==> config.mk <==
export PLATFORM = sky130hd
export DESIGN_NAME = wallace_divider_32_16
export DESIGN_NICKNAME = d
export VERILOG_FILES = /design/src/rtl/wallace_divider_32_16.sv
export SDC_FILE = /design/constraint.sdc
export NUM_CORES = 1
export LEC_CHECK = 0
export CORE_MARGIN = 2
export CORE_UTILIZATION = 40
export DETAILED_ROUTE_END_ITERATION = 7
export GPL_ROUTABILITY_DRIVEN = 0
export PLACE_DENSITY = 0.73
export SLEW_MARGIN = 5
export SYNTH_ARGS = -nofsm -noshare
export SYNTH_HDL_FRONTEND = slang
export SYNTH_SLANG_ARGS = --single-unit
==> constraint.sdc <==
create_clock -name clk -period 3.19 [get_ports clk]
set_clock_uncertainty 0.1 [all_clocks]
set_input_delay 0.638 -clock clk [delete_from_list [all_inputs] [get_ports clk]]
set_output_delay 0.638 -clock clk [all_outputs]
set_load 0.005 [all_outputs]
==> src/rtl/wallace_divider_32_16.sv <==
`default_nettype none
// ============================================================================
// Module   : wallace_divider_32_16
// Purpose  : 32/16 unsigned restoring divider, the inverse of a 16x16
//            multiplier: dividend = quotient*divisor + remainder.
//            The operation is classified for one cycle (divide-by-zero,
//            quotient overflow, or normal). A normal operation then runs
//            16 radix-2 restoring steps, one per clock.
// Revision : 1.0 - initial release
// ----------------------------------------------------------------------------
// Ports
//   clk          in   1   rising-edge clock
//   rst_n        in   1   asynchronous active-low reset
//   in_valid     in   1   dividend/divisor presented
//   in_ready     out  1   high only in IDLE
//   dividend     in  32   unsigned dividend
//   divisor      in  16   unsigned divisor
//   out_valid    out  1   result fields valid (DONE state)
//   out_ready    in   1   downstream accepts result
//   quotient     out 16   unsigned quotient
//   remainder    out 16   unsigned remainder
//   div_by_zero  out  1   divisor was zero
//   overflow     out  1   quotient does not fit in 16 bits
// ============================================================================
module wallace_divider_32_16 (
  input  logic        clk,
  input  logic        rst_n,
  input  logic        in_valid,
  output logic        in_ready,
  input  logic [31:0] dividend,
  input  logic [15:0] divisor,
  output logic        out_valid,
  input  logic        out_ready,
  output logic [15:0] quotient,
  output logic [15:0] remainder,
  output logic        div_by_zero,
  output logic        overflow
);

  typedef enum logic [1:0] {
    IDLE  = 2'd0,
    CHECK = 2'd1,
    RUN   = 2'd2,
    DONE  = 2'd3
  } state_t;

  localparam logic [4:0]  LAST_STEP = 5'd15;
  localparam logic [15:0] ALL_ONES  = 16'hFFFF;

  state_t      state_q, state_d;
  logic [4:0]  cnt_q, cnt_d;
  logic [15:0] divisor_q, divisor_d;
  // hi holds the 17-bit partial remainder; it is loaded with dividend[31:16].
  logic [16:0] hi_q, hi_d;
  // lo starts as dividend[15:0]. Each step shifts one dividend bit out of
  // the top and one quotient bit in at the bottom, so after 16 steps lo
  // holds the quotient.
  logic [15:0] lo_q, lo_d;
  logic [15:0] quotient_q, quotient_d;
  logic [15:0] remainder_q, remainder_d;
  logic        dbz_q, dbz_d;
  logic        ovf_q, ovf_d;

  logic [16:0] w_shift;
  logic [17:0] w_diff;
  logic        w_ge;
  logic [16:0] w_rem_next;
  logic [15:0] w_lo_next;

  // One restoring step. The partial remainder is always below the divisor,
  // so the shifted value fits in 17 bits and the restored result fits back
  // into 16 bits.
  always_comb begin
    w_shift    = {hi_q[15:0], lo_q[15]};
    w_diff     = {1'b0, w_shift} - {2'b00, divisor_q};
    w_ge       = ~w_diff[17];
    w_rem_next = w_ge ? w_diff[16:0] : w_shift;
    w_lo_next  = {lo_q[14:0], w_ge};
  end

  always_comb begin
    state_d     = state_q;
    cnt_d       = cnt_q;
    divisor_d   = divisor_q;
    hi_d        = hi_q;
    lo_d        = lo_q;
    quotient_d  = quotient_q;
    remainder_d = remainder_q;
    dbz_d       = dbz_q;
    ovf_d       = ovf_q;

    case (state_q)
      IDLE: begin
        if (in_valid) begin
          hi_d      = {1'b0, dividend[31:16]};
          lo_d      = dividend[15:0];
          divisor_d = divisor;
          cnt_d     = 5'd0;
          state_d   = CHECK;
        end
      end

      CHECK: begin
        if (divisor_q == 16'd0) begin
          // Divide-by-zero takes priority over the overflow test.
          dbz_d       = 1'b1;
          quotient_d  = ALL_ONES;
          remainder_d = lo_q;
          state_d     = DONE;
        end else if (hi_q[15:0] >= divisor_q) begin
          ovf_d       = 1'b1;
          quotient_d  = ALL_ONES;
          remainder_d = 16'd0;
          state_d     = DONE;
        end else begin
          cnt_d   = 5'd0;
          state_d = RUN;
        end
      end

      RUN: begin
        hi_d = w_rem_next;
        lo_d = w_lo_next;
        if (cnt_q == LAST_STEP) begin
          // The counter holds at 15 on exit and is cleared at the next accept.
          quotient_d  = w_lo_next;
          remainder_d = w_rem_next[15:0];
          state_d     = DONE;
        end else begin
          cnt_d = cnt_q + 5'd1;
        end
      end

      DONE: begin
        if (out_ready) begin
          dbz_d   = 1'b0;
          ovf_d   = 1'b0;
          state_d = IDLE;
        end
      end

      default: begin
        state_d = IDLE;
      end
    endcase
  end

  always_ff @(posedge clk or negedge rst_n) begin
    if (!rst_n) begin
      state_q     <= IDLE;
      cnt_q       <= 5'd0;
      divisor_q   <= 16'd0;
      hi_q        <= 17'd0;
      lo_q        <= 16'd0;
      quotient_q  <= 16'd0;
      remainder_q <= 16'd0;
      dbz_q       <= 1'b0;
      ovf_q       <= 1'b0;
    end else begin
      state_q     <= state_d;
      cnt_q       <= cnt_d;
      divisor_q   <= divisor_d;
      hi_q        <= hi_d;
      lo_q        <= lo_d;
      quotient_q  <= quotient_d;
      remainder_q <= remainder_d;
      dbz_q       <= dbz_d;
      ovf_q       <= ovf_d;
    end
  end

  assign in_ready    = (state_q == IDLE);
  assign out_valid   = (state_q == DONE);
  assign quotient    = quotient_q;
  assign remainder   = remainder_q;
  assign div_by_zero = dbz_q;
  assign overflow    = ovf_q;

endmodule
`default_nettype wire

==> impl_metrics.py <==
metrics = {
    "detailed_routing": {
        "wl_per_cell_um": 17.8,
        "drt_iter0_markers": 515,
        "ant_nets": 0,
        "via_count": 5145,
        "drtPass1Iterations": 6,
        "drcViolationCount": 0,
        "wirelength_um": 15800,
        "vias_per_cell": 5.79,
    },
    "worst_setup_path": {
        "critical_path.endpoint": "remainder[12]",
        "cp_max_fo": 8,
        "crit_type": "reg -> reg",
        "critPathRequiredTime_ns": 3.34,
        "cp.arrival_ns": 3.11,
        "ff2ff_path_depth": 9,
        "regToRegStartpoint": "divisor_q[1]",
        "r2r_slack_ns": 0.23,
        "timing.critical_path.from": "divisor_q[1]",
        "reg2reg_to": "remainder[12]",
        "cp-start-kind": "flop",
        "end_kind": "flop",
    },
    "run": {
        "maxCapViolations": 0,
    },
    "clocking": {
        "cts_resized": 0,
        "cts_max_path_buffers": 2,
        "cts_setup_buffers": 0,
        "cts_root_buf": "clkbuf_16",
        "cts_made_buffers": 9,
        "holdBufCountCts": 0,
        "cts_num_sinks": 89,
        "htreeDepth": 3,
        "cts.clk_slew.worst_paths_ns": 0.07,
        "clk_latency_ns": 0.35,
        "tritoncts": "built",
    },
    "pwr": {
        "power_leakage_nw": 3.09,
        "power_frac_clock_pct": 13.0,
        "p_int_w": 0.00499,
        "p_seq_share_pct": 24.1,
        "power_w": 0.00934,
        "peakVddDrop_mv": 0.459,
        "power_density_nw_per_um2": 1340,
        "netSwitchingFraction_pct": 46.6,
        "pwr-share-comb_pct": 62.9,
        "switchingPower_w": 0.00435,
    },
    "global_route": {
        "grt-ovfl-total": 0,
        "met3_usage_pct": 3.23,
        "gr-usage-met2_pct": 36.6,
        "grt_usage_pct": 21.3,
        "met1_usage_pct": 27.3,
        "antenna_found_initial": 0,
        "grt_first_pass_wirelength_um": 24800,
        "grt_start_max_net_pins": 49,
        "busiest_layer": "met2",
        "grt_pass1_vias": 4922,
    },
    "synthesis": {
        "synth_edf_count": 0,
        "muxShareOfSynthArea_pct": 7.02,
        "synth.area.top_cells": "dfrtp_1 (40%), ha_1 (8.5%), o21ai_0 (6.4%)",
        "yosysWarnings": 0,
        "synth_top_family_by_area": "compound AO/OA/AOI/OAI gates",
        "synthCells": 626,
        "ys_seq_area_share_pct": 39.9,
        "synth_adder_area_share_pct": 8.88,
        "synth_seq_cells": 89,
        "yosys.cell_types.count": 61,
        "syn_area_per_cell_um2": 8.92,
        "synth_top_area_cell": "dfrtp_1",
        "synth_compound_area_share_pct": 23.7,
        "synth-xor-area-share_pct": 1.10,
        "yosysTopAreaCellShare_pct": 39.9,
        "synthesis.area_um2": 5580,
        "synthFlopType": "dfrtp_1",
        "async_flop_share_pct": 100,
        "synth_nets": 717,
        "synth-simple-area-share_pct": 14.6,
    },
    "finish": {
        "final_cell_mix": "dfrtp_1 (89), clkdlybuf4s50_1 (86), nand2_1 (81)",
        "drive_gt1_share_pct": 9.46,
        "utilization_pct": 50.7,
        "multiInputGateArea_um2": 3090,
        "nFillCells": 1267,
        "antenna_cells": 0,
        "nNetsFinal": 794,
        "layout_commonest_cell": "dfrtp_1",
        "ff_latch_area_um2": 2230,
        "instances_no_fill": 888,
        "syn2layout_area_growth_pct": 25.1,
    },
    "timing": {
        "worst_slack_ns": 0.225,
        "rsz0062_at_grt": "false",
        "period_share_pct": 92.9,
        "fmax_mhz": 337,
        "report.final.setup_viol": 0,
        "min_period_ns": 2.96,
        "hold_violations": 0,
        "finalSetupTns_ns": 0,
        "drv_slew": 0,
        "worst-slew-pin-transition_ns": 0.744,
        "slew_headroom_pct": 50.2,
    },
    "die": {
        "dieArea_um2": 14900,
        "coreArea_um2": 13800,
        "fp.dieH_um": 122,
        "ios": 88,
        "num_rows": 43,
        "dieWidth_um": 122,
        "start_util_pct": 40.5,
    },
    "worst_hold_path": {
        "min_path_type": "in -> async",
    },
    "placed_design": {
        "place_inst": 872,
        "place_ws_ns": 0.327,
        "port_buffers": 87,
        "hpwl_um": 11600,
    },
    "status": {
        "outcome": "complete, no violations",
    },
}
==> cell type report <==
cell class,instances,area share [%]
inverter,28,1.51
timing repair buffer,103,14.3
clock inverter,5,1.22
clock buffer,11,3.62
multi-input combinational,472,44.2
sequential,89,31.9
tap,180,3.23
==> routing by layer <==
layer / wire (um) / up-vias / part of all wire (%)
li1: - / 2412 / -
met1: 6500 / 2465 / 41
met2: 7740 / 220 / 49
met3: 1080 / 48 / 6.8
met4: 481 / 0 / 3.0
met5: 0 / - / 0
==> worst min path at each step <==
stage,end,slack [ns],cells after the start
5_1_grt,quotient[12],0.26,1
3_5_place_dp,quotient[14],0.36,2
4_1_cts,quotient[12],0.23,1
2_1_floorplan,cnt_q[0],0.24,0
6_report,quotient[6],0.21,1
3_3_place_gp,quotient[1],0.36,2
==> worst max-delay path, stage by stage, from the launching register on <==
cell and delay (ns):
dfrtp_1 0.39, inv_1 0.17, ha_1 0.26, nor2b_1 0.17, o31a_4 0.31, o211ai_4 0.25
a211oi_1 0.13, nor2_1 0.60, a2111oi_0 0.18, nor4_1 0.30
==> power groups by stage <==
stage	sequential, W	clock [W]	combinational, W
3_5_place_dp	0.00226	0	0.00574
5_1_grt	0.00232	0.00127	0.00649
6_report	0.00225	0.00121	0.00588
4_1_cts	0.00225	0.00122	0.00579
3_3_place_gp	0.00224	0	0.00555
2_1_floorplan	0.00210	0	0.00406
==> Yosys cell counts, types with 3 or more instances <==
cell,number
dfrtp_1,89
nand2_1,81
o21ai_0,71
a21oi_1,48
nor2_1,40
ha_1,38
clkbuf_1,29
inv_1,28
mux2i_1,20
nand3_1,20
mux2_2,17
a31oi_1,11
a21o_1,10
o211ai_1,10
nor3_1,7
nor4_1,7
a211oi_1,5
a22o_1,5
o21a_1,5
o22ai_1,5
or3_1,5
a211o_1,4
buf_2,4
nand4_1,4
o211a_1,4
xnor2_1,4
a21o_2,3
and3_1,3
nand2b_1,3
nor2b_1,3
o2111ai_1,3
o31ai_1,3
xor2_1,3
==> through the flow <==
stage / area [um^2] / hold WS (ns)
after floorplan: 5580 / 0.242
after global placement: 6650 / 0.359
after detailed placement: 6650 / 0.360
after CTS: 6980 / 0.229
after global routing: 6980 / 0.257
final: 6980 / 0.207
==> flip-flops by register name, indices dropped and copies added, names as in the netlist <==
register     count
divisor_q       16
hi_q            16
overflow         1
remainder       16
div_by_zero      1
quotient        16
cnt_q            5
state_q          2
lo_q            16
==> kinds of logic (layout without fill, tap and decap cells) <==
| logic type | after synthesis | in the layout |
|---|---|---|
| multiplexers | 37 | 37 |
| flip-flops | 89 | 89 |
| adder cells (fa/ha/maj) | 39 | 39 |
| AO/OA/AOI/OAI | 207 | 207 |
| buffers and inverters | 65 | 147 |
| XOR/XNOR | 7 | 7 |
| AND/OR/NAND/NOR | 182 | 182 |
Power figures use the tool's default switching activity.
